--- config.mk ---
export PLATFORM = sky130hd
export DESIGN_NAME = demux2x4_pair
export DESIGN_NICKNAME = d
export VERILOG_FILES = /design/src/rtl/demux2x4_pair.sv
export SDC_FILE = /design/constraint.sdc
export NUM_CORES = 1
export LEC_CHECK = 0
export CORE_MARGIN = 3
export CORE_UTILIZATION = 43
export CTS_CLUSTER_SIZE = 14
export DETAILED_ROUTE_END_ITERATION = 6
export GPL_ROUTABILITY_DRIVEN = 1
export PLACE_DENSITY = 0.73
export REMOVE_ABC_BUFFERS = 1
export SLEW_MARGIN = 20
export SYNTH_ARGS = -nofsm -noshare
export SYNTH_HDL_FRONTEND = slang
export SYNTH_SLANG_ARGS = --single-unit
--- constraint.sdc ---
create_clock -name clk -period 1.6 [get_ports clk]
set_input_delay 0.4 -clock clk [delete_from_list [all_inputs] [get_ports clk]]
set_output_delay 0.4 -clock clk [all_outputs]
set_load 0.005 [all_outputs]
--- src/rtl/demux2x4_pair.sv ---
// Regroups two narrow lanes of consecutive words back into a four-lane view:
// lane A pairs onto out0/out1, lane B onto out2/out3, with an idle-timeout flush.
module demux2x4_pair #(
  parameter int DATA_W  = 8,
  parameter int TIMEOUT = 4,
  parameter int CNT_W   = 3
) (
  input  logic              clk,
  input  logic              reset,
  input  logic [DATA_W-1:0] in0,
  input  logic [DATA_W-1:0] in1,
  input  logic [1:0]        valid_in,
  output logic [DATA_W-1:0] out0,
  output logic [DATA_W-1:0] out1,
  output logic [DATA_W-1:0] out2,
  output logic [DATA_W-1:0] out3,
  output logic [3:0]        valid_out,
  output logic [1:0]        pending,
  output logic [1:0]        flush_evt
);

  typedef enum logic {
    EMPTY = 1'b0,
    HALF  = 1'b1
  } state_e;

  // Idle count at which a lone word is flushed; unused when TIMEOUT is 0.
  localparam logic [CNT_W-1:0] CNT_LAST = CNT_W'((TIMEOUT == 0) ? 0 : TIMEOUT - 1);
  localparam logic [CNT_W-1:0] CNT_MAX  = '1;

  logic [1:0][DATA_W-1:0] data_in;

  state_e                 state_q    [2];
  state_e                 state_d    [2];
  logic [1:0][DATA_W-1:0] hold_q,     hold_d;
  logic [1:0][CNT_W-1:0]  cnt_q,      cnt_d;
  logic [1:0][DATA_W-1:0] even_q,     even_d;
  logic [1:0][DATA_W-1:0] odd_q,      odd_d;
  logic [1:0]             vld_even_q, vld_even_d;
  logic [1:0]             vld_odd_q,  vld_odd_d;
  logic [1:0]             flush_q,    flush_d;
  logic [1:0]             pending_q,  pending_d;

  assign data_in = {in1, in0};

  // NOTE: every always_comb output gets a default before any branch so no latch is inferred.
  always_comb begin
    for (int l = 0; l < 2; l++) begin
      state_d[l]    = state_q[l];
      hold_d[l]     = hold_q[l];
      cnt_d[l]      = cnt_q[l];
      even_d[l]     = even_q[l];
      odd_d[l]      = odd_q[l];
      vld_even_d[l] = 1'b0;
      vld_odd_d[l]  = 1'b0;
      flush_d[l]    = 1'b0;

      if (state_q[l] == EMPTY) begin
        if (valid_in[l]) begin
          hold_d[l]  = data_in[l];
          cnt_d[l]   = '0;
          state_d[l] = HALF;
        end
      end else begin
        // A second word wins over a timeout expiring in the same cycle.
        if (valid_in[l]) begin
          even_d[l]     = hold_q[l];
          odd_d[l]      = data_in[l];
          vld_even_d[l] = 1'b1;
          vld_odd_d[l]  = 1'b1;
          state_d[l]    = EMPTY;
        end else if ((TIMEOUT != 0) && (cnt_q[l] == CNT_LAST)) begin
          even_d[l]     = hold_q[l];
          vld_even_d[l] = 1'b1;
          flush_d[l]    = 1'b1;
          state_d[l]    = EMPTY;
        end else if (cnt_q[l] != CNT_MAX) begin
          cnt_d[l] = cnt_q[l] + 1'b1;
        end
      end

      pending_d[l] = (state_d[l] == HALF);
    end
  end

  // NOTE: sequential state uses non-blocking assignments so all flops update from pre-edge values.
  always_ff @(posedge clk) begin
    if (!reset) begin
      // NOTE: held words are cleared too, so a word caught mid-pair by reset can never leak out.
      for (int l = 0; l < 2; l++) begin
        state_q[l] <= EMPTY;
      end
      hold_q     <= '0;
      cnt_q      <= '0;
      even_q     <= '0;
      odd_q      <= '0;
      vld_even_q <= '0;
      vld_odd_q  <= '0;
      flush_q    <= '0;
      pending_q  <= '0;
    end else begin
      for (int l = 0; l < 2; l++) begin
        state_q[l] <= state_d[l];
      end
      hold_q     <= hold_d;
      cnt_q      <= cnt_d;
      even_q     <= even_d;
      odd_q      <= odd_d;
      vld_even_q <= vld_even_d;
      vld_odd_q  <= vld_odd_d;
      flush_q    <= flush_d;
      pending_q  <= pending_d;
    end
  end

  assign out0      = even_q[0];
  assign out1      = odd_q[0];
  assign out2      = even_q[1];
  assign out3      = odd_q[1];
  assign valid_out = {vld_odd_q[1], vld_even_q[1], vld_odd_q[0], vld_even_q[0]};
  assign pending   = pending_q;
  assign flush_evt = flush_q;

endmodule

-- Word level (Yosys, flattened, before mapping)
Memory sizes are Yosys's and may differ from the RTL's.
Cells that the tools add are included.
Widths: inputs -> output; s select.
- reduce and logical (&&, ||, !) cells: 18
- add/subtract/negate cells: 2
- multiplexer cells: 30
- eq/ne operators: 8
- bitwise logic cells: 5
- operators by type and width (kind ; number):
    $mux 8 ; 4
    $mux 3 ; 10
    $mux 1 ; 16
    $reduce_and 2->1 ; 8
    $reduce_bool 2->1 ; 6
    $ne 2x2->1 const B ; 4
    $reduce_and 4->1 ; 2
    $add 3x1->3 const B ; 2
    $eq 3x2->1 const B ; 2
    $ne 3x3->1 const B ; 2
    $reduce_or 3->1 ; 2
    $not 1->1 ; 3
    $or 1x1->1 ; 2
- bits of input ports: 20
- word-level logic and storage cells: 79
- output and inout bits: 40
- memories kept: 1
- bits in writable memories: 2
- register bits: 62
- memories (memory ; depth ; width ; read ports ; clocked after Yosys merged registers in ; wr ports ; RTL line ; source):
    state_q ; 2 ; 1 ; 2 ; 0 ; 2 ; 33 ; state_e state_q [2];

-- Logic depth before layout (Yosys ltp)
- word-level depth: 5
- depth in mapped cells: 6
- mapped depth without buffers: 5

-- Worst setup path before layout
OpenSTA, ideal clock, no wires.
- path kind: register to register
- from: register cnt_q[0] in the netlist's numbering
- to: register even_q (netlist bit out0[0])
- data required time: 1472 ps
- clock period less this slack: 1469 ps
- stages on the path, launching flop included: 7
- library setup time: 128 ps
- path buffers: 1
- setup slack: 131 ps
- data arrival time: 1341 ps
- path through: dfxtp_1 ha_1 ha_1 o21ai_0 buf_4 mux2i_1 nor2_1
- cells in the longest elaborated chain, start to end: 3
- RTL lines (element ; RTL line ; source):
    start: declaration ; 36 ; logic [1:0][CNT_W-1:0] cnt_q, cnt_d;
    start signal: assignment ; 106 ; cnt_q <= cnt_d;
    $eq 3x2->1 ; 72 ; end else if ((TIMEOUT != 0) && (cnt_q[l] == CNT_LAST)) begin
    $reduce_bool 2->1 (no line) ; n/a ;
    $reduce_and 2->1 (no line) ; n/a ;
    end signal: assignment ; 107 ; even_q <= even_d;
    end: declaration ; 37 ; logic [1:0][DATA_W-1:0] even_q, even_d;
No other way between the ends.
A chain may end at the register's enable or synchronous reset.

-- Final worst setup path
- from: register odd_q (netlist bit out3[7])
- to: output out3[7]
- RTL lines (element ; RTL line ; source):
    start: declaration ; 38 ; logic [1:0][DATA_W-1:0] odd_q, odd_d;
    start signal: assignment ; 96 ; odd_q <= '0;
    start signal: assignment ; 108 ; odd_q <= odd_d;
    end: declaration ; 16 ; output logic [DATA_W-1:0] out3,
No word-level cell between the ends.

==> results by stage <==
Timing:
- The pin slew with the least headroom to its limit is ~0.40 ns.
- The worst slew margin relative to its limit is between 70% and 80%.
- On the final layout, the worst clock skew is roughly 0.0074 ns.
- The final period utilization is between 90% and 100%.
- The maximum frequency from static timing analysis is ~640 MHz.
- The number of failing setup endpoints in the final timing report is 0.
- The clock period minus worst slack is around 1.6 ns.
- The count of final max-slew check failures came to 0.
- The hold violation count in the final report was 0.
- Summed over all failing endpoints, the final setup total negative slack is 0 ns.

Setup path:
- Walking the worst path, the cells encountered are clkdlybuf4s50_1.
- The total stage count of the critical path is 1.
- STA puts the critical path data required time at approximately 1.2 ns.
- The setup check on the worst reg-to-reg path leaves a slack of roughly 0.090 ns.
- The dominant delay contributor by cell family on the critical path is buffers and inverters.
- STA classifies the critical path startpoint as a flop.
- For the worst setup path, the data arrival time is ~1.2 ns.
- STA classifies the critical path endpoint as a primary output.
- Together, buffers and inverters on the worst path number 1.
- The cell depth of the worst flop-to-flop path is 6.
- The cell with the biggest individual delay on the critical path is sky130_fd_sc_hd__clkdlybuf4s50_1.
- On the worst path, the slowest cell contributes a delay of approximately 0.50 ns.
- The type of the worst setup path is flop to primary output.
- The largest driver fanout on the critical path is 2.

Yosys:
- The most frequently used flop master after synthesis is sky130_fd_sc_hd__dfxtp_1.
- Dividing the synthesized area by the synthesized cell count gives around 9 sq um.
- Counting flops with an async set or reset pin after synthesis yields a share of 0%.
- The commonest cells after synthesis are 62 x sky130_fd_sc_hd__dfxtp_1, 54 x sky130_fd_sc_hd__nand2_1, 37 x sky130_fd_sc_hd__a21oi_1, 22 x sky130_fd_sc_hd__nor2_1, 19 x sky130_fd_sc_hd__nand3_1.
- The mapped netlist covers approximately 2300 sq um.
- The netlist uses 29 different library cells.
- By instance count, the leading cell after synthesis is sky130_fd_sc_hd__dfxtp_1.
- The number of warnings reported in the yosys synthesis log is 0.
- In this run, synthesis inferred 0 flip-flops with an integrated enable.
- By area the synthesized netlist is led by sky130_fd_sc_hd__dfxtp_1 53%, sky130_fd_sc_hd__nand2_1 8.7%, sky130_fd_sc_hd__a21oi_1 8.0%, sky130_fd_sc_hd__mux2i_1 6.9%, sky130_fd_sc_hd__nand3_1 4.1%.
- The share of Yosys cell area claimed by the top area cell type is 53.4%.
- Synthesis handed over a netlist of ~260 instances.
- Synthesis inferred 62 register bits.
- Sequential cells were found to cover 53.4% of the synthesized design area.
- The synthesized design spends more area on one cell type than any other, namely sky130_fd_sc_hd__dfxtp_1.

Floorplan:
- The cell row count is 26.
- The die footprint is between 6000 and 7000 sq um.
- The overall die width is around 80 um.
- The effective utilization at floorplan is about 45%.
- The count of boundary I/O pins is 60.
- The die extent in y is 79.5 um.
- The placeable core region is ~5200 sq um.

Pwr:
- The worst-case IR drop observed on VDD is roughly 0.76 mV.
- The ratio of total power to cell area is roughly 1100 nW/um^2.
- Summing internal, switching and leakage power gives roughly 3700 uW.
- The static power due to leakage is between 0.0015 and 0.002 uW.

Worst hold path:
- The path category of the worst min-delay check is flop to flop.
- Along the worst hold path, the cell count comes to 2.

Route:
- The post-detailed-routing wire length is between 5000 and 6000 um.
- The pre-antenna-repair detailed-routing pass consisted of 4 iterations.
- Using the TritonRoute via totals, the vias-per-cell ratio works out to 4.96.
- The DRC marker count from the first detailed-route iteration is 101.
- The per-cell routed wire length is between 10 and 15 um.
- Across all layers, the routed design uses slightly above 2,000 vias.
- The remaining routing DRC violations is 0.
- Once detail routing completed, the nets flagged for antenna violations numbered 0.

Global route:
- The maximum number of pins on one net before global-route repair is 20.
- Global routing finished with a remaining overflow of 0.
- The overall routing resource usage is between 10% and 20%.
- The first global-routing pass estimated 8590 um of wire.
- The initial antenna violation count is 0.
- The number of global-route vias before repair was 1,856.

Placement:
- The count of buffers added on input and output ports is 59.
- Routability-driven placement finished with a final weighted congestion of 0.759.
- The estimated wirelength of the detail-placed design is between 3000 and 4000 um.

Final layout:
- Compared with the post-synthesis result, the final layout area differs by 48.6%.
- The layout cell share with drive strength beyond 1 is around 16%.
- The number of antenna diodes is 0.
- The layout net count is 360.

Job:
- The tool flagged a number of max-cap violations equal to 0.

CTS:
- The number of buffers between clock root and the deepest sink is 2.
- The clock-pin slew on the worst setup and hold paths is approximately 0.07 ns.
- Buffers inserted during clock tree synthesis total 9.
- TritonCTS built the clock tree.
- The clock net in this run drives a total of 62 sinks.
- In this run the clock root is driven by a sky130_fd_sc_hd__clkbuf_8.
- The count of H-tree levels built during CTS is 3.
- The later pin in the worst-skew pair is clocked with a latency of between 0.3 and 0.4 ns.

Run status:
- The run finished with clean final reports.
==> registers in the layout (all words and copies together) (netlist names) <==
name and cells:
hold_q 16, out0 8, out1 8, out2 8, out3 8, cnt_q 6
flush_evt 2, pending 2, vld_even_q 2, vld_odd_q 2
==> where the power goes <==
group	leakage (uW)	internal, uW	switching, uW	total [uW]
Clock	0.000122	1120	598	1720
Sequential	0.000508	1600	25.8	1620
Combinational	0.00114	175	170	344
Total	0.00177	2890	793	3690
==> layout make-up <==
class | count | area, sq um
Clock inverter | 5 | 105
Multi-Input combinational cell | 177 | 1040
Tap cell | 70 | 87.6
Timing Repair Buffer | 80 | 811
Clock buffer | 11 | 151
Sequential cell | 62 | 1250
Fill cell | 393 | 1720
Inverter | 4 | 15.0
==> final timing paths <==
path / start / to
setup / recovery: out3[7] / out3[7]
hold / removal: out1[0] / out1[0]
setup reg to reg: cnt_q[0] / cnt_q[0]
hold reg to reg: out1[0] / out1[0]
==> per-layer routing <==
| metal | vias up | share of wire, % | GRT usage, % |
|---|---|---|---|
| met5 | - | 0 | 0 |
| met4 | 0 | 2.6 | 9.28 |
| met3 | 13 | 3.3 | 4.97 |
| met2 | 42 | 49 | 28.1 |
| met1 | 946 | 45 | 21.2 |
| li1 | 1027 | - | - |
==> placed cells by master, fill, tap and decap left out, types with 4 or more instances in the layout <==
cell type,instances
sky130_fd_sc_hd__a21oi_1,37
sky130_fd_sc_hd__buf_4,20
sky130_fd_sc_hd__clkbuf_8,11
sky130_fd_sc_hd__clkdlybuf4s50_1,33
sky130_fd_sc_hd__dfxtp_1,55
sky130_fd_sc_hd__dfxtp_2,7
sky130_fd_sc_hd__dlygate4sd2_1,4
sky130_fd_sc_hd__dlymetal6s2s_1,22
sky130_fd_sc_hd__ha_1,4
sky130_fd_sc_hd__mux2i_1,16
sky130_fd_sc_hd__nand2_1,54
sky130_fd_sc_hd__nand3_1,19
sky130_fd_sc_hd__nor2_1,22
==> through the flow <==
stage	instance area, sq um	utilization, %	std cells	worst slack (ns)	hold slack (ns)
2_1_floorplan	2240	-	243	-0.559	0.436
3_3_place_gp	3070	59.3	390	-0.0245	0.441
3_5_place_dp	3070	59.3	390	-0.101	0.446
4_1_cts	3330	64.3	406	0.00353	0.455
5_1_grt	3460	66.8	409	-0.00777	0.475
6_report	3460	66.8	409	0.0327	0.452
==> cells by family after synthesis <==
| kind of cell | Yosys count | share of synthesized area [%] |
|---|---|---|
| AO/OA/AOI/OAI | 46 | 10.9 |
| adder cells (fa/ha/maj) | 6 | 3.23 |
| buffers and inverters | 20 | 4.25 |
| flip-flops | 62 | 53.4 |
| multiplexers | 16 | 6.89 |
| AND/OR/NAND/NOR | 109 | 21.4 |
==> repair_timing <==
action,CTS,global route
pin swaps,0,1
endpoints found under the setup margin,9,43
setup buffers,0,2
hold buffers,0,0
resized for setup,8,38
cloned,0,1
(Power assumes the default switching activity.)
